===== src/rtl/barrel_unshift_pkg.sv =====
// Shared definitions for barrel_unshift_seq: controller state encoding and default sizes.
// The logarithmic SHIFT option is selected by the BARREL_UNSHIFT_LOG_EN macro in the top.
package barrel_unshift_pkg;

    localparam int DEF_WIDTH = 8;
    localparam int DEF_SEL_W = 3;

    typedef enum logic [1:0] {
        IDLE  = 2'd0,
        SHIFT = 2'd1,
        HOLD  = 2'd2
    } state_t;

endpackage


===== src/rtl/barrel_unshift_seq_rotr_stage.sv =====
// rotr_stage: one fixed right-rotate by AMT bit positions, bypassed when en_i is low.
// Purely combinational; AMT must be in 1..WIDTH-1.
module rotr_stage #(
    parameter int WIDTH = 8,
    parameter int AMT   = 1
) (
    input  logic             en_i,
    input  logic [WIDTH-1:0] d_i,
    output logic [WIDTH-1:0] q_o
);

    assign q_o = en_i ? {d_i[AMT-1:0], d_i[WIDTH-1:AMT]} : d_i;

endmodule


===== src/rtl/barrel_unshift_seq.sv =====
// Sequential rotate-right unit: one word at a time, linear one-bit-per-cycle SHIFT by default,
// or a fixed SEL_W-cycle logarithmic SHIFT when BARREL_UNSHIFT_LOG_EN is defined.
module barrel_unshift_seq
    import barrel_unshift_pkg::*;
#(
    parameter int WIDTH = DEF_WIDTH,
    parameter int SEL_W = DEF_SEL_W
) (
    input  logic             clk,
    input  logic             rst,
    input  logic             in_valid,
    output logic             in_ready,
    input  logic [WIDTH-1:0] a,
    input  logic [SEL_W-1:0] sel,
    output logic             out_valid,
    input  logic             out_ready,
    output logic [WIDTH-1:0] b,
    output logic             busy
);

    state_t           state_q, state_d;
    logic [WIDTH-1:0] work_q, work_d;
    logic [SEL_W-1:0] cnt_q, cnt_d;
    logic [WIDTH-1:0] stepOut;

`ifdef BARREL_UNSHIFT_LOG_EN
    logic [SEL_W-1:0] step_q, step_d;
    logic [WIDTH-1:0] stageOut [SEL_W];

    // Stage k rotates by 2^(SEL_W-1-k) when the matching bit of the latched amount is set.
    for (genvar k = 0; k < SEL_W; k++) begin : g_stage
        rotr_stage #(
            .WIDTH(WIDTH),
            .AMT  (1 << (SEL_W - 1 - k))
        ) u_stage (
            .en_i(cnt_q[SEL_W-1-k]),
            .d_i (work_q),
            .q_o (stageOut[k])
        );
    end

    always_comb begin
        stepOut = work_q;
        for (int k = 0; k < SEL_W; k++) begin
            if (step_q == SEL_W'(k)) begin
                stepOut = stageOut[k];
            end
        end
    end
`else
    rotr_stage #(
        .WIDTH(WIDTH),
        .AMT  (1)
    ) u_stage (
        .en_i(1'b1),
        .d_i (work_q),
        .q_o (stepOut)
    );
`endif

    always_ff @(posedge clk) begin
        if (rst) begin
            state_q <= IDLE;
            work_q  <= '0;
            cnt_q   <= '0;
`ifdef BARREL_UNSHIFT_LOG_EN
            step_q  <= '0;
`endif
        end else begin
            state_q <= state_d;
            work_q  <= work_d;
            cnt_q   <= cnt_d;
`ifdef BARREL_UNSHIFT_LOG_EN
            step_q  <= step_d;
`endif
        end
    end

    // The work register doubles as the output, so b only moves on a load or a SHIFT step.
    always_comb begin
        state_d = state_q;
        work_d  = work_q;
        cnt_d   = cnt_q;
`ifdef BARREL_UNSHIFT_LOG_EN
        step_d  = step_q;
`endif
        case (state_q)
            IDLE: begin
                if (in_valid) begin
                    work_d = a;
                    cnt_d  = sel;
`ifdef BARREL_UNSHIFT_LOG_EN
                    step_d  = '0;
                    state_d = SHIFT;
`else
                    state_d = (sel != '0) ? SHIFT : HOLD;
`endif
                end
            end
            SHIFT: begin
                work_d = stepOut;
`ifdef BARREL_UNSHIFT_LOG_EN
                step_d = step_q + 1'b1;
                if (step_q == SEL_W'(SEL_W - 1)) begin
                    state_d = HOLD;
                end
`else
                cnt_d = cnt_q - 1'b1;
                if (cnt_q == SEL_W'(1)) begin
                    state_d = HOLD;
                end
`endif
            end
            HOLD: begin
                if (out_ready) begin
                    state_d = IDLE;
                end
            end
            default: begin
                state_d = IDLE;
            end
        endcase
    end

    assign in_ready  = (state_q == IDLE);
    assign out_valid = (state_q == HOLD);
    assign busy      = (state_q != IDLE);
    assign b         = work_q;

endmodule


===== config.mk =====
export PLATFORM = sky130hd
export DESIGN_NAME = barrel_unshift_seq
export DESIGN_NICKNAME = d
export VERILOG_FILES = /design/src/rtl/barrel_unshift_pkg.sv /design/src/rtl/barrel_unshift_seq_rotr_stage.sv /design/src/rtl/barrel_unshift_seq.sv
export SDC_FILE = /design/constraint.sdc
export NUM_CORES = 1
export LEC_CHECK = 0
export CORE_MARGIN = 2
export CORE_UTILIZATION = 42
export DETAILED_ROUTE_END_ITERATION = 7
export GPL_ROUTABILITY_DRIVEN = 1
export GPL_TIMING_DRIVEN = 0
export HOLD_SLACK_MARGIN = 0.1
export MAX_ROUTING_LAYER = met4
export PLACE_DENSITY = 0.88
export SLEW_MARGIN = 20
export SYNTH_ARGS = -nofsm -noshare
export SYNTH_HDL_FRONTEND = slang
export SYNTH_SLANG_ARGS = --single-unit
export TNS_END_PERCENT = 50

===== constraint.sdc =====
create_clock -name clk -period 1.7 [get_ports clk]
set_clock_uncertainty 0.1 [all_clocks]
set_input_delay 0.255 -clock clk [delete_from_list [all_inputs] [get_ports clk]]
set_output_delay 0.255 -clock clk [all_outputs]
set_load 0.02 [all_outputs]

==> impl_metrics.sql, run 1 <==
INSERT INTO impl_metrics (metric_group, metric, value, unit) VALUES
('sta', 'layout_worst_path_cycle_share', '95.7', '%'),
('layout', 'finish.utilization', '65.1', '%'),
('hold_path', 'timing.hold.worst.start', 'cnt_q[1]', ''),
('drt', 'route.vias.total', '723', ''),
('layout', 'nets', '132', ''),
('setup_path', 'worstSetupEndpointType', 'output pin', ''),
('sta', 'fin_worst_setup_slack', '73.3', 'ps'),
('layout', 'layout_commonest_cell', 'sky130_fd_sc_hd__clkdlybuf4s50_1', ''),
('synthesis', 'synth.distinct_cells', '26', ''),
('setup_path', 'maximum_net_fanout_on_the_critical_path', '3', ''),
('layout', 'ratio_of_cells_with_drive_above_1_in_the_final_layout', '11.4', '%'),
('cts', 'cts_inserted_buffers', '3', ''),
('sta', 'tightestPinTransition', '256', 'ps'),
('floorplan', 'initial_core_util', '45.6', '%'),
('hold_path', 'hold_crit_depth', '2', ''),
('synthesis', 'syn_nets', '102', ''),
('layout', 'layout_common_cells', 'sky130_fd_sc_hd__clkdlybuf4s50_1 (22), sky130_fd_sc_hd__nand2_1 (16), sky130_fd_sc_hd__dfxtp_1 (12)', ''),
('setup_path', 'critical_path.reg2reg.startpoint', 'state_q[1]', ''),
('floorplan', 'die_width', '44.7', 'um'),
('pwr', 'leakagePower', '0.404', 'nW'),
('hold_path', 'min_path_type', 'flop to flop', ''),
('placement', 'io_buffers', '25', ''),
('layout', 'num-fill-cells', '130', ''),
('pwr', 'power_density', '867', 'nW/um2'),
('cts', 'cts_root_buf', 'sky130_fd_sc_hd__clkbuf_4', ''),
('grt', 'first_global_vias', '649', ''),
('setup_path', 'worst_reg2reg_path_endpoint', 'state_q[1]', ''),
('drt', 'drc_errors', '0', ''),
('floorplan', 'die-height', '44.7', 'um'),
('layout', 'postLayoutCellArea', '992', 'um2'),
('placement', 'place.gp.congestion', '0.838', ''),
('floorplan', 'core.rowCount', '14', ''),
('cts', 'clock_sinks', '13', ''),
('floorplan', 'core-area', '1520', 'um2'),
('synthesis', 'mapped_cell_area', '696', 'um2'),
('flow_run', 'cap_violations', '0', ''),
('cts', 'maximum_buffer_depth_of_the_clock_tree', '2', ''),
('layout', 'layoutNonFillerInstCount', '130', ''),
('synthesis', 'synth_area_leaders', 'sky130_fd_sc_hd__dfxtp_1 (37%), sky130_fd_sc_hd__a31oi_1 (9.0%), sky130_fd_sc_hd__nand2_1 (8.6%), sky130_fd_sc_hd__o21ai_0 (7.2%), sky130_fd_sc_hd__buf_6 (4.9%)', ''),
('pwr', 'power.ir.vdd_worst', '597', 'uV'),
('setup_path', 'crit_path_cell_trace', 'clkdlybuf4s50_1', ''),
('sta', 'max_slew_margin', '82.9', '%'),
('synthesis', 'synth_area_per_cell', '8.18', 'um2'),
('setup_path', 'worstSetupStartpointType', 'flop', ''),
('grt', 'grt_pass1_wl', '2680', 'um'),
('synthesis', 'synth_area_leader_cell', 'sky130_fd_sc_hd__dfxtp_1', ''),
('cts', 'post_cts_buffers', '0', ''),
('synthesis', 'synth_top_cell_area_share', '37.4', '%'),
('floorplan', 'pin_count', '26', ''),
('setup_path', 'worst_ep_required_time', '1340', 'ps'),
('cts', 'hold_buffers', '0', ''),
('layout', 'antenna_cells', '0', ''),
('drt', 'route.final.wire_length', '1630', 'um'),
('setup_path', 'reg2reg_slack', '400', 'ps'),
('run_status', 'status', 'completed', ''),
('cts', 'htree_levels', '1', ''),
('placement', 'place_worst_setup_slack', '-38.9', 'ps'),
('setup_path', 'path_buf_inv', '1', ''),
('cts', 'clock_tree_from_tritoncts', 'built', ''),
('setup_path', 'slowest_stage_cell_crit_path', 'sky130_fd_sc_hd__clkdlybuf4s50_1', ''),
('setup_path', 'critPathTopFamily', 'buffers and inverters', ''),
('synthesis', 'postSynthRegisterBits', '13', ''),
('grt', 'grt-ovfl-total', '0', ''),
('sta', 'rsz0062_at_grt', 'no', ''),
('setup_path', 'timing_worst_setup_path_type', 'flop to output pin', ''),
('sta', 'max_clock_freq', '615', 'MHz'),
('hold_path', 'whs_endpoint', 'cnt_q[1]', ''),
('synthesis', 'synth.yosys.seq_area_share', '37.4', '%'),
('grt', 'maximum_number_of_pins_on_one_net_before_global_route_repair', '11', ''),
('placement', 'dp_hpwl', '1220', 'um'),
('sta', 'report.final.slew_viol_count', '0', '');
==> worst max path at each step <==
stage               slack (ps)  cells after the start       end  startpoint
finish                      70                      1      b[6]        b[6]
floorplan                  310                      3      busy  state_q[0]
global route                30                      1      b[1]        b[1]
CTS                         60                      4      busy  state_q[0]
global placement            -8                      6      b[4]    in_valid
detailed placement         -40                      6  cnt_q[1]    in_valid
==> Yosys cell counts <==
master / count
sky130_fd_sc_hd__nand2_1: 16
sky130_fd_sc_hd__nand2b_1: 2
sky130_fd_sc_hd__nor3b_1: 1
sky130_fd_sc_hd__ha_1: 2
sky130_fd_sc_hd__nor2_1: 2
sky130_fd_sc_hd__nand3_1: 1
sky130_fd_sc_hd__inv_1: 6
sky130_fd_sc_hd__o21ai_0: 10
sky130_fd_sc_hd__o311a_1: 1
sky130_fd_sc_hd__nand2b_4: 1
sky130_fd_sc_hd__a211oi_1: 1
sky130_fd_sc_hd__nor3_1: 1
sky130_fd_sc_hd__or3b_1: 1
sky130_fd_sc_hd__a31oi_1: 10
sky130_fd_sc_hd__o211ai_1: 1
sky130_fd_sc_hd__o221a_2: 1
sky130_fd_sc_hd__buf_4: 3
sky130_fd_sc_hd__nor2b_1: 1
sky130_fd_sc_hd__o21ba_1: 1
sky130_fd_sc_hd__nand3b_1: 1
sky130_fd_sc_hd__buf_6: 3
sky130_fd_sc_hd__dfxtp_1: 13
sky130_fd_sc_hd__or3_1: 1
sky130_fd_sc_hd__a21oi_1: 3
sky130_fd_sc_hd__and2b_1: 1
sky130_fd_sc_hd__mux2i_1: 1
==> registers in the layout, indices dropped and copies added, names as in the netlist <==
signal and count:
state_q 2, cnt_q 3, b 8
==> kinds of logic after synthesis <==
group | Yosys count | synth area share [%]
simple gates | 29 | 21.2
compound gates | 28 | 25.0
fa+ha+maj | 2 | 3.60
flops | 13 | 37.4
mux | 1 | 1.44
buf+inv | 12 | 11.3
==> per-stage QoR <==
| step | hold slack [ps] | power, mW |
|---|---|---|
| 4_1_cts | 382 | 0.860 |
| 6_report | 386 | 0.861 |
| 3_3_place_gp | 358 | 0.661 |
| 2_1_floorplan | 224 | 0.544 |
| 5_1_grt | 421 | 0.913 |
| 3_5_place_dp | 371 | 0.671 |
==> cell type report <==
class	count	area (um2)	share of cell area (%)
multi-input cells	60	359	36.2
plain buffers	6	56.3	5.67
well taps	16	20.0	2.02
clock buffers	4	26.3	2.65
flip-flops and latches	13	262	26.4
repair buffers	25	246	24.8
inverters	6	22.5	2.27
==> metal layers <==
layer	track usage, %	wire length, um
met5	-	0
met4	10.9	48
met3	4.00	78
met2	29.9	759
met1	22.7	748
==> power by group <==
part / leakage [nW] / internal, mW / switching (mW) / total [mW]
Combinational: 0.281 / 0.148 / 0.143 / 0.291
Clock: 0.0150 / 0.0911 / 0.109 / 0.200
Sequential: 0.108 / 0.342 / 0.0280 / 0.370
Total: 0.404 / 0.580 / 0.280 / 0.861
Power figures use the tool's default switching activity.
==> inputs of run 2 (changes only) <==
--- a/config.mk
+++ b/config.mk
@@ -9,7 +9,6 @@
 export CORE_UTILIZATION = 42
 export DETAILED_ROUTE_END_ITERATION = 7
 export GPL_ROUTABILITY_DRIVEN = 1
-export GPL_TIMING_DRIVEN = 0
 export HOLD_SLACK_MARGIN = 0.1
 export MAX_ROUTING_LAYER = met4
 export PLACE_DENSITY = 0.88
==> run 2 against run 1 <==
- via count shrank 0.41%
- clock power shrank 2%
- maximum frequency grew 1.1%
- register-to-register slack lost 120 ps
- die area is the same
- largest cell class unchanged
==> impl_metrics.sql, run 2 (same netlist as run 1, synthesis figures left out) <==
INSERT INTO impl_metrics (metric_group, metric, value, unit) VALUES
('floorplan', 'core-area', '1520', 'um2'),
('hold_path', 'hold_crit_depth', '2', ''),
('pwr', 'share_clk_of_total_power', '23.0', '%'),
('cts', 'cts.reportedPaths.clkPinSlew', '80', 'ps'),
('cts', 'clock_sinks', '13', ''),
('sta', 'max_slew_margin', '81.9', '%'),
('setup_path', 'slowest_stage_cell_crit_path', 'sky130_fd_sc_hd__clkdlybuf4s50_1', ''),
('placement', 'dp_hpwl', '1160', 'um'),
('floorplan', 'initial_core_util', '45.6', '%'),
('drt', 'route.final.wire_length', '1640', 'um'),
('setup_path', 'path_buf_inv', '1', ''),
('drt', 'ant_nets', '0', ''),
('setup_path', 'critPathTopFamily', 'buffers and inverters', ''),
('placement', 'dpl.cell_count', '124', ''),
('pwr', 'net_switching_share_of_the_total_power', '32.3', '%'),
('drt', 'drc_errors', '0', ''),
('pwr', 'power_density', '873', 'nW/um2'),
('floorplan', 'die_width', '44.7', 'um'),
('cts', 'post_cts_buffers', '0', ''),
('layout', 'layout_commonest_cell', 'sky130_fd_sc_hd__clkdlybuf4s50_1', ''),
('sta', 'max_clock_freq', '622', 'MHz'),
('setup_path', 'timing_worst_setup_path_type', 'flop to output pin', ''),
('pwr', 'share_comb_of_total_power', '33.9', '%'),
('hold_path', 'whs_endpoint', 'cnt_q[1]', ''),
('grt', 'global_route.usage.total', '20.7', '%'),
('cts', 'maximum_buffer_depth_of_the_clock_tree', '2', ''),
('setup_path', 'worst_reg2reg_path_endpoint', 'b[5]', ''),
('sta', 'rsz0062_at_grt', 'no', ''),
('drt', 'wire_per_inst', '12.8', 'um'),
('setup_path', 'maximum_net_fanout_on_the_critical_path', '3', ''),
('cts', 'cts_inserted_buffers', '3', ''),
('pwr', 'power.ir.vdd_worst', '600', 'uV'),
('drt', 'route.vias.total', '720', ''),
('setup_path', 'timing.critical_path.slowest_cell_delay', '610', 'ps'),
('drt', 'detail_route.iter0.violations', '31', ''),
('layout', 'layout_common_cells', 'sky130_fd_sc_hd__clkdlybuf4s50_1 (22), sky130_fd_sc_hd__nand2_1 (16), sky130_fd_sc_hd__dfxtp_1 (13)', ''),
('layout', 'ratio_of_cells_with_drive_above_1_in_the_final_layout', '8.04', '%'),
('cts', 'cts_root_buf', 'sky130_fd_sc_hd__clkbuf_4', ''),
('layout', 'layoutNonFillerInstCount', '128', ''),
('hold_path', 'min_path_type', 'flop to flop', ''),
('flow_run', 'cap_violations', '0', ''),
('setup_path', 'worst_ep_required_time', '1340', 'ps'),
('cts', 'htree_levels', '1', ''),
('grt', 'first_global_vias', '657', ''),
('setup_path', 'worst-endpoint-arrival', '1250', 'ps'),
('placement', 'place.gp.congestion', '0.831', ''),
('sta', 'totalNegativeSetupSlack', '0', 'ps'),
('sta', 'report.final.slew_viol_count', '0', ''),
('grt', 'grt-ovfl-total', '0', ''),
('floorplan', 'core.rowCount', '14', ''),
('run_status', 'status', 'completed', ''),
('sta', 'post-route-min-period', '1610', 'ps'),
('setup_path', 'reg2reg_slack', '280', 'ps'),
('sta', 'tightestPinTransition', '272', 'ps'),
('hold_path', 'timing.hold.worst.start', 'cnt_q[1]', ''),
('sta', 'final_hold_viol_count', '0', ''),
('setup_path', 'critical_path.reg2reg.startpoint', 'state_q[0]', ''),
('floorplan', 'dieArea', '2000', 'um2'),
('drt', 'dr.pass1.iters', '4', ''),
('sta', 'final.hold.worst_slack', '378', 'ps'),
('grt', 'grt_pass1_wl', '2930', 'um'),
('sta', 'layout_worst_path_cycle_share', '94.6', '%'),
('layout', 'nets', '130', ''),
('setup_path', 'crit_path_cell_trace', 'clkdlybuf4s50_1', ''),
('layout', 'finish.utilization', '64.0', '%'),
('pwr', 'power_switching', '275', 'uW'),
('floorplan', 'die-height', '44.7', 'um'),
('pwr', 'leakagePower', '0.396', 'nW'),
('cts', 'clock_tree_from_tritoncts', 'built', ''),
('setup_path', 'r2r_cells', '5', ''),
('floorplan', 'pin_count', '26', ''),
('pwr', 'seqPwrFrac', '43.1', '%'),
('sta', 'setup-violations-final', '0', ''),
('drt', 'via_per_inst', '5.63', ''),
('placement', 'io_buffers', '25', ''),
('grt', 'antenna_found_initial', '0', ''),
('layout', 'antenna_cells', '0', ''),
('setup_path', 'worstSetupStartpointType', 'flop', ''),
('setup_path', 'worstSetupEndpointType', 'output pin', ''),
('cts', 'insertion_delay', '270', 'ps'),
('layout', 'largest_register_ffs', '8', ''),
('pwr', 'intPower', '577', 'uW'),
('layout', 'layout_stage_area_growth_over_the_synthesis_result', '40.1', '%'),
('grt', 'maximum_number_of_pins_on_one_net_before_global_route_repair', '19', '');
-- run 2: worst max path at each step --
stage | endpoint | depth (start not counted) | slack (ps) | start
2_1_floorplan | busy | 3 | 310 | state_q[0]
3_3_place_gp | state_q[0] | 3 | 130 | in_valid
3_5_place_dp | state_q[0] | 3 | 90 | in_valid
4_1_cts | b[1] | 1 | 90 | b[1]
5_1_grt | b[6] | 1 | 40 | b[6]
6_report | b[1] | 1 | 90 | b[1]
-- run 2: cell type report --
| type | instances | area [um2] |
|---|---|---|
| clock buffers | 4 | 26.3 |
| fillers | 133 | 549 |
| inverters | 6 | 22.5 |
| multi-input cells | 60 | 357 |
| flip-flops and latches | 13 | 260 |
| well taps | 16 | 20.0 |
| repair buffers | 29 | 289 |
-- run 2: metal layers --
metal	share of wire (%)	track usage [%]	vias to the layer above
met5	0	-	-
met4	2.1	13.3	0
met3	5.1	4.40	4
met2	47	29.3	26
met1	45	26.5	334
li1	-	-	356
-- run 2: stage by stage --
stage               worst slack (ps)  total power, mW  cell area [um2]
floorplan                        312            0.544              696
global placement                 133            0.656              952
detailed placement              90.9            0.665              952
CTS                             89.9            0.852              975
global route                    41.4            0.904              975
finish                          91.0            0.851              975
-- run 2: timing repair --
action,CTS,global route
setup endpoints to repair,3,0
resized for setup,3,0
hold buffers,0,0
-- run 2: power groups by stage --
| stage | logic (mW) | registers (mW) | clock network (mW) |
|---|---|---|---|
| floorplan | 0.145 | 0.399 | 0 |
| global placement | 0.283 | 0.372 | 0 |
| detailed placement | 0.292 | 0.373 | 0 |
| CTS | 0.289 | 0.366 | 0.197 |
| global route | 0.318 | 0.373 | 0.213 |
| finish | 0.288 | 0.367 | 0.196 |
==> inputs of run 3 (changes only) <==
--- a/config.mk
+++ b/config.mk
@@ -6,12 +6,12 @@
 export NUM_CORES = 1
 export LEC_CHECK = 0
 export CORE_MARGIN = 2
-export CORE_UTILIZATION = 42
+export CORE_UTILIZATION = 45
 export DETAILED_ROUTE_END_ITERATION = 7
 export GPL_ROUTABILITY_DRIVEN = 1
 export HOLD_SLACK_MARGIN = 0.1
 export MAX_ROUTING_LAYER = met4
-export PLACE_DENSITY = 0.88
+export PLACE_DENSITY = 0.92
 export SLEW_MARGIN = 20
 export SYNTH_ARGS = -nofsm -noshare
 export SYNTH_HDL_FRONTEND = slang
==> constraint.sdc (replaced) <==
create_clock -name clk -period 2 [get_ports clk]
set_clock_uncertainty 0.1 [all_clocks]
set_input_delay 0.3 -clock clk [delete_from_list [all_inputs] [get_ports clk]]
set_output_delay 0.3 -clock clk [all_outputs]
set_load 0.02 [all_outputs]
==> run 3 against run 2 <==
- first-iteration DRC count down 71%
- combinational power down 20%
- global-route usage shrank 2.3 points
- utilization up 0.75 points
- sequential power shrank 14%
==> impl_metrics.sql, run 3 (same netlist as run 1, synthesis figures left out) <==
INSERT INTO impl_metrics (metric_group, metric, value, unit) VALUES
('floorplan', 'pin_count', '26', ''),
('cts', 'clock_tree_from_tritoncts', 'built', ''),
('pwr', 'leakagePower', '0.374', 'nW'),
('setup_path', 'worstSetupStartpointType', 'flop', ''),
('pwr', 'power.ir.vdd_worst', '423', 'uV'),
('sta', 'final.hold.worst_slack', '387', 'ps'),
('floorplan', 'die_width', '43.3', 'um'),
('sta', 'final_hold_viol_count', '0', ''),
('setup_path', 'r2r_cells', '4', ''),
('cts', 'cts_root_buf', 'sky130_fd_sc_hd__clkbuf_4', ''),
('cts', 'cts_inserted_buffers', '3', ''),
('placement', 'io_buffers', '25', ''),
('sta', 'tightestPinTransition', '511', 'ps'),
('pwr', 'design_power_total', '707', 'uW'),
('cts', 'htree_levels', '1', ''),
('setup_path', 'reg2reg_slack', '350', 'ps'),
('grt', 'first_global_vias', '574', ''),
('layout', 'postLayoutCellArea', '952', 'um2'),
('layout', 'layout_common_cells', 'sky130_fd_sc_hd__clkdlybuf4s50_1 (25), sky130_fd_sc_hd__nand2_1 (16), sky130_fd_sc_hd__dfxtp_1 (12)', ''),
('floorplan', 'die-height', '43.3', 'um'),
('drt', 'route.final.wire_length', '1520', 'um'),
('pwr', 'power_density', '743', 'nW/um2'),
('drt', 'drc_errors', '0', ''),
('drt', 'wire_per_inst', '12.0', 'um'),
('floorplan', 'core-area', '1470', 'um2'),
('sta', 'layout_worst_path_cycle_share', '94.7', '%'),
('drt', 'dr.pass1.iters', '4', ''),
('grt', 'global_route.usage.total', '18.4', '%'),
('placement', 'dp_area', '925', 'um2'),
('grt', 'grt_pass1_wl', '2480', 'um'),
('flow_run', 'cap_violations', '0', ''),
('setup_path', 'setup.worst_path.start', 'state_q[0]', ''),
('layout', 'largest_register_ffs', '8', ''),
('cts', 'clock_sinks', '13', ''),
('grt', 'grt-ovfl-total', '0', ''),
('placement', 'dp_hpwl', '1120', 'um'),
('drt', 'ant_nets', '0', ''),
('setup_path', 'worst_ep_required_time', '1600', 'ps'),
('setup_path', 'worstSetupEndpointType', 'output pin', ''),
('setup_path', 'worst-endpoint-arrival', '1490', 'ps'),
('layout', 'nets', '128', ''),
('run_status', 'status', 'completed', ''),
('hold_path', 'min_path_type', 'flop to flop', ''),
('grt', 'antenna_found_initial', '0', ''),
('layout', 'layout_commonest_cell', 'sky130_fd_sc_hd__clkdlybuf4s50_1', ''),
('setup_path', 'maximum_net_fanout_on_the_critical_path', '6', ''),
('sta', 'rsz0062_at_grt', 'no', ''),
('sta', 'totalNegativeSetupSlack', '0', 'ps'),
('floorplan', 'core.rowCount', '14', ''),
('sta', 'post-route-min-period', '1890', 'ps'),
('sta', 'setup-violations-final', '0', ''),
('layout', 'layout_stage_area_growth_over_the_synthesis_result', '36.9', '%'),
('drt', 'route.vias.total', '684', ''),
('placement', 'place.gp.congestion', '0.854', ''),
('sta', 'max_clock_freq', '528', 'MHz'),
('floorplan', 'initial_core_util', '47.3', '%'),
('floorplan', 'dieArea', '1880', 'um2'),
('drt', 'detail_route.iter0.violations', '9', ''),
('cts', 'post_cts_buffers', '0', ''),
('setup_path', 'timing_worst_setup_path_type', 'flop to output pin', ''),
('setup_path', 'worst_reg2reg_path_endpoint', 'cnt_q[1]', ''),
('layout', 'num-fill-cells', '124', ''),
('setup_path', 'critical_path.endpoint', 'out_valid', ''),
('drt', 'via_per_inst', '5.43', ''),
('layout', 'ratio_of_cells_with_drive_above_1_in_the_final_layout', '7.27', '%'),
('sta', 'report.final.slew_viol_count', '0', ''),
('cts', 'insertion_delay', '270', 'ps'),
('cts', 'cts.reportedPaths.clkPinSlew', '80', 'ps'),
('cts', 'maximum_buffer_depth_of_the_clock_tree', '2', ''),
('layout', 'antenna_cells', '0', ''),
('setup_path', 'critical_path.reg2reg.startpoint', 'state_q[0]', ''),
('grt', 'maximum_number_of_pins_on_one_net_before_global_route_repair', '19', ''),
('sta', 'max_slew_margin', '66.0', '%');
run 3: cell type report:
cell class                 count  area [um2]  share of cell area [%]
inverter                       6        22.5                    2.37
sequential                    13         262                    27.5
clock buffer                   4        26.3                    2.76
timing repair buffer          27         265                    27.9
multi-input combinational     60         357                    37.5
tap                           16        20.0                    2.10
run 3: per-layer routing:
| layer | vias to the layer above | share of wire, % | track usage (%) |
|---|---|---|---|
| met5 | - | 0 | - |
| met4 | 0 | 1.3 | 9.09 |
| met3 | 2 | 3.8 | 5.11 |
| met2 | 13 | 49 | 27.5 |
| met1 | 323 | 46 | 22.6 |
| li1 | 346 | - | - |
run 3: worst min-delay path by stage:
stage | startpoint | slack (ps) | end | cells past startpoint
6_report | cnt_q[1] | 390 | cnt_q[1] | 2
3_5_place_dp | cnt_q[1] | 370 | cnt_q[1] | 2
4_1_cts | cnt_q[1] | 390 | cnt_q[1] | 2
2_1_floorplan | rst | 270 | cnt_q[1] | 1
5_1_grt | b[2] | 420 | b[1] | 2
3_3_place_gp | cnt_q[1] | 360 | cnt_q[1] | 2
run 3: timing repair:
item	in CTS	in global routing
resized for setup	0	1
setup endpoints to repair	0	3
hold buffers	0	0
run 3: where the power goes:
| group | switching, mW | leakage (nW) | total (mW) | internal (mW) |
|---|---|---|---|---|
| registers | 0.0261 | 0.108 | 0.316 | 0.290 |
| clock network | 0.0838 | 0.0150 | 0.161 | 0.0773 |
| logic | 0.114 | 0.251 | 0.230 | 0.116 |
| total | 0.224 | 0.374 | 0.707 | 0.484 |
run 3: metrics by stage:
| step | utilization [%] | std cells | setup WS, ps |
|---|---|---|---|
| 3_5_place_dp | 62.8 | 122 | 171 |
| 5_1_grt | 64.7 | 126 | 23.5 |
| 6_report | 64.7 | 126 | 106 |
| 2_1_floorplan | - | 85 | 567 |
| 4_1_cts | 64.6 | 126 | 1.34 |
| 3_3_place_gp | 62.8 | 122 | 228 |
run 3: worst max-delay path: stages, from the launching register on:
cell and delay (ps):
sky130_fd_sc_hd__dfxtp_1 460, sky130_fd_sc_hd__and2b_1 220, sky130_fd_sc_hd__clkdlybuf4s50_1 540
==> RTL change 1: new RTL, config.mk and constraints of run 2 <==
The 3 states of `state_t` get a one-hot encoding in 3 bits.
--- a/src/rtl/barrel_unshift_pkg.sv
+++ b/src/rtl/barrel_unshift_pkg.sv
@@ -6,8 +6,8 @@
     localparam int DEF_SEL_W = 3;
 
-    typedef enum logic [1:0] {
-        IDLE  = 2'd0,
-        SHIFT = 2'd1,
-        HOLD  = 2'd2
+    typedef enum logic [2:0] {
+        IDLE  = 3'b001,
+        SHIFT = 3'b010,
+        HOLD  = 3'b100
     } state_t;
 
Function: no difference found for any inputs over 10 cycles, from zero or initial values and one cycle with rst high; not proved beyond that.
==> RTL change 1 against run 2 <==
  * Sequential cell count increased by 1
  * Non-clock buffer count increased by 7
  * Hold slack improved by 12 ps
  * Global-route usage increased by 0.69 points
  * Setup slack got worse by 69 ps
  * Final area increased by 19%
  * Critical path type unchanged
  * Wire length increased by 26%
  * Core utilization increased by 3.1 points
  * Register-to-register slack got worse by 230 ps
  * Critical path depth increased by 1
  * Synthesized cell count increased by 1.2%
  * Largest cell class unchanged
  * Total power increased by 9.9%
  * Synthesized area increased by 11%
  * Count of clock-buffer cells in the layout unchanged
==> RTL change 1: results (changes against run 2) <==
[layout]
layout-drive-gt1-share_pct=18.5  ; +10 points
n_fill_cell=160  ; +20%
final_nets=137  ; +5.4%

[route]
firstDrtPassIters=4  ; unchanged
wl_per_cell_um=14.3  ; +12%
via_per_inst=5.72  ; +1.6%
wl_um=2060  ; +26%
first_iter_violations=24  ; -23%

[sta]
tightest_slew_ps=418  ; +146 ps

[setup_path]
crit_family=simple AND/OR/NAND/NOR gates
slowest_delay_ps=380  ; -230 ps
worstPathArrival_ps=1320  ; +70 ps
critPathSlowestCell=or3b_4

[power]
cellLeakagePower_nw=0.450  ; +14%
vdd_drop_max_v=0.000609  ; +1.5%

[placed_design]
io_buffers=25  ; unchanged
place_congestion=0.821  ; -1.3%
dpl.hpwl_um=1460  ; +27%
dp.cells=140  ; +13%

[grt]
first_global_vias=786  ; +20%
grt_first_pass_wirelength_um=3230  ; +10%
grt_usage_pct=21.4  ; +0.69 points
grt_max_degree=13  ; -6

[run_status]
status=finished clean

[yosys]
avgSynthCellArea_um2=8.99  ; +9.9%
ys_top_cells_by_count=14 x dfxtp_1, 12 x inv_1, 8 x a221oi_1, 8 x o32ai_1, 6 x clkbuf_1
ys_seq_area_share_pct=36.2  ; -1.2 points
synth_area_leaders=dfxtp_1 36%, a221oi_1 9.1%, o32ai_1 9.1%
synthesis.nets=103  ; +0.98%
synthDistinctLibCells=34  ; +31%

[clocking]
ctsHoldBuffers=0  ; unchanged

## RTL change 1: cell count changes after synthesis, sizes merged, moves of 3 or more
cell,change
buf,-5
a211oi,+3
a31oi,-10
inv,+6
a221oi,+8
clkbuf,+6
o32ai,+8
nand2,-14
o21ai,-8
## RTL change 1: stage by stage
step / instance area (µm²) / power [mW] / worst slack [ps]
5_1_grt: 1160 / 0.985 / -18.5
3_5_place_dp: 1100 / 0.694 / -25.3
4_1_cts: 1140 / 0.932 / 4.93
6_report: 1160 / 0.935 / 21.6
3_3_place_gp: 1100 / 0.686 / -12.8
2_1_floorplan: 773 / 0.557 / 30.5
## RTL change 1: kinds of logic after synthesis
kind of cell             count (synthesis)  share of synthesized area [%]
adder cells (fa/ha/maj)                  2                           3.24
flip-flops                              14                           36.2
AND/OR/NAND/NOR                         18                           15.4
multiplexers                             1                           1.46
AO/OA/AOI/OAI                           31                           33.0
buffers and inverters                   20                           10.7
## RTL change 1: routing by layer
layer / global-route usage (%) / part of all wire (%)
met1: 24.0 / 42
met2: 37.3 / 50
met3: 3.85 / 6.4
met4: 8.33 / 1.9
met5: - / 0
## RTL change 1: power by group
| part | switching, mW | leakage, nW | internal [mW] | total, mW |
|---|---|---|---|---|
| Clock | 0.108 | 0.0210 | 0.130 | 0.238 |
| Sequential | 0.0261 | 0.116 | 0.362 | 0.389 |
| Combinational | 0.147 | 0.313 | 0.161 | 0.308 |
| Total | 0.281 | 0.450 | 0.654 | 0.935 |
## RTL change 1: final timing paths
kind	depth (start not counted)	startpoint	slack (ps)	endpoint
max	2	state_q[2]$_SDFFE_PP0P_	20	busy
min	2	b[7]$_SDFFE_PP0P_	390	b[7]$_SDFFE_PP0P_
max reg2reg	4	state_q[2]$_SDFFE_PP0P_	50	state_q[2]$_SDFFE_PP0P_
min reg2reg	2	b[7]$_SDFFE_PP0P_	390	b[7]$_SDFFE_PP0P_
## RTL change 1: cell type report
type                    instances  area, µm²  area share, %
repair buffers                 36        330           28.5
multi-input cells              52        430           37.2
flip-flops and latches         14        280           24.2
inverters                      13       48.8           4.22
well taps                      25       31.3           2.70
clock buffers                   4       36.3           3.14
## RTL change 1: repair_timing
| action | 4_1_cts | 5_1_grt |
|---|---|---|
| buffers inserted | 0 | 0 |
| resized for setup | 5 | 7 |
| hold endpoints to repair | 0 | 0 |
| endpoints found under the setup margin | 4 | 12 |
| pin swaps | 1 | 0 |
## RTL change 1: tightest hold or removal path, delay by kind of cell (launching register included)
family	cells	cell delay, ps
AOI/OAI and AO/OA	1	50
DFF	1	330
buffers and inverters	1	70
==> RTL change 2: new RTL, settings of run 2 <==
Made on the original files. Change the package constant `DEF_SEL_W` from 3 to 4.
--- a/src/rtl/barrel_unshift_pkg.sv
+++ b/src/rtl/barrel_unshift_pkg.sv
@@ -4,5 +4,5 @@
 
     localparam int DEF_WIDTH = 8;
-    localparam int DEF_SEL_W = 3;
+    localparam int DEF_SEL_W = 4;
 
     typedef enum logic [1:0] {
Ports: changed (resized sel); port bits go from 26 to 27. No check against the original RTL was run, so the function may have changed too.
==> RTL change 2 against run 2 <==
  * Hold slack improved by 47 ps
  * Wire length rose by 8.3%
  * Synthesized area rose by 7.2%
  * First-iteration DRC count decreased by 87%
  * Setup slack worse by 12 ps
  * Sequential share of layout area fell by 0.27 points
  * Sequential cell count is 1 higher
  * Final cell count did not move
  * Final area rose by 9.8%
  * Total power rose by 24%
==> RTL change 2: results (changes against run 2) <==
[run_status]
status=finished clean

[setup_path]
cp_max_fo=3  ; unchanged
reg2reg_slack_ps=200  ; -80 ps
endpoint=b[5]
r2r_start=cnt_q[0]$_SDFFE_PP0P_
critPathLaunch=b[5]$_SDFFE_PP0P_
worstPathArrival_ps=1270  ; +20 ps
r2r_end=cnt_q[1]$_SDFFE_PP0P_

[placed_design]
dpl.hpwl_um=1340  ; +16%
io_buffers=26  ; +4.0%
place_congestion=0.874  ; +5.1%
post_dp_cell_area_um2=1030  ; +8.3%

[layout]
n_fill_cell=144  ; +8.3%
layout-drive-gt1-share_pct=11.7  ; +3.7 points
design_area_um2=1070  ; +9.8%

[grt]
grt_first_pass_wirelength_um=2910  ; -0.72%
first_global_vias=656  ; -0.15%
grt_max_degree=17  ; -2
grt_usage_pct=20.1  ; -0.57 points

[route]
first_iter_violations=4  ; -87%
wl_um=1770  ; +8.3%
via_per_inst=5.69  ; +1.1%
firstDrtPassIters=4  ; unchanged

[yosys]
ys_seq_area_share_pct=37.6  ; +0.17 points
async_flop_share_pct=0  ; unchanged
synth_area_leaders=dfxtp_1 38%, mux2i_1 11%, a211oi_1 10%
synthDistinctLibCells=28  ; +7.7%
ys_top_cells_by_count=14 x dfxtp_1, 14 x nor2_1, 10 x a211oi_1
synthesis.nets=100  ; -2.0%

[sta]
tightest_slew_ps=363  ; +91.6 ps
hold_ws_ps=425  ; +46.5 ps

[clocking]
cts.htree.levels=1  ; unchanged
cts_inserted_buffers=3  ; unchanged
path_clk_slew_ps=80  ; about the same

[power]
vdd_drop_max_v=0.000618  ; +2.9%
cellLeakagePower_nw=0.469  ; +18%

==> RTL change 2: cell types whose count changed after synthesis, moves of 7 or more <==
cell             run 2  this run
a31oi_1             10         1
nor2_1               2        14
a211oi_1             1        10
nand2_1             16         1
o21ai_0             10         0
mux2i_1              1         8
==> RTL change 2: layout make-up <==
type	instances	area share (%)
clock buffer	4	3.39
inverter	5	1.75
multi-input combinational	58	38.1
sequential	14	26.4
tap	17	1.99
timing repair buffer	30	28.3
==> RTL change 2: cell families after synthesis <==
logic type,count (synthesis),synth area share [%]
AO/OA/AOI/OAI,21,21.1
adder cells (fa/ha/maj),2,3.36
buffers and inverters,10,7.72
flip-flops,14,37.6
multiplexers,8,10.7
AND/OR/NAND/NOR,27,19.5
==> RTL change 2: how the worst min path moves through the flow <==
stage,startpoint,to,cells after the start
6_report,b[2]$_SDFFE_PP0P_,b[2]$_SDFFE_PP0P_,2
5_1_grt,b[7]$_SDFFE_PP0P_,b[7]$_SDFFE_PP0P_,2
4_1_cts,b[7]$_SDFFE_PP0P_,b[7]$_SDFFE_PP0P_,2
3_5_place_dp,b[7]$_SDFFE_PP0P_,b[7]$_SDFFE_PP0P_,2
3_3_place_gp,b[2]$_SDFFE_PP0P_,b[2]$_SDFFE_PP0P_,2
2_1_floorplan,rst,cnt_q[0]$_SDFFE_PP0P_,1
==> RTL change 2: worst register-to-register path: cells and delay by family (launching register included) <==
| kind | cells | cell delay [ps] |
|---|---|---|
| adder cells (fa/ha/maj) | 1 | 290 |
| AO/OA/AOI/OAI | 2 | 370 |
| flip-flops | 1 | 410 |
| buffers and inverters | 1 | 60 |
| AND/OR/NAND/NOR | 1 | 180 |
==> RTL change 2: metrics by stage <==
step	instances	setup WS (ps)
global placement	124	92.8
global route	128	22.8
finish	128	79.3
floorplan	82	396
detailed placement	124	23.4
CTS	128	-90.3
==> RTL change 2: metal layers <==
metal,GRT usage [%],up-vias,share of wire (%)
li1,-,360,-
met1,23.2,347,45
met2,32.2,19,50
met3,5.49,2,3.9
met4,9.14,0,1.1
met5,-,-,0
==> RTL change 2: power by group <==
| part | total, mW | switching [mW] | internal, mW |
|---|---|---|---|
| combinational | 0.390 | 0.191 | 0.199 |
| clock | 0.241 | 0.111 | 0.130 |
| sequential | 0.424 | 0.0470 | 0.377 |
| total | 1.06 | 0.349 | 0.706 |
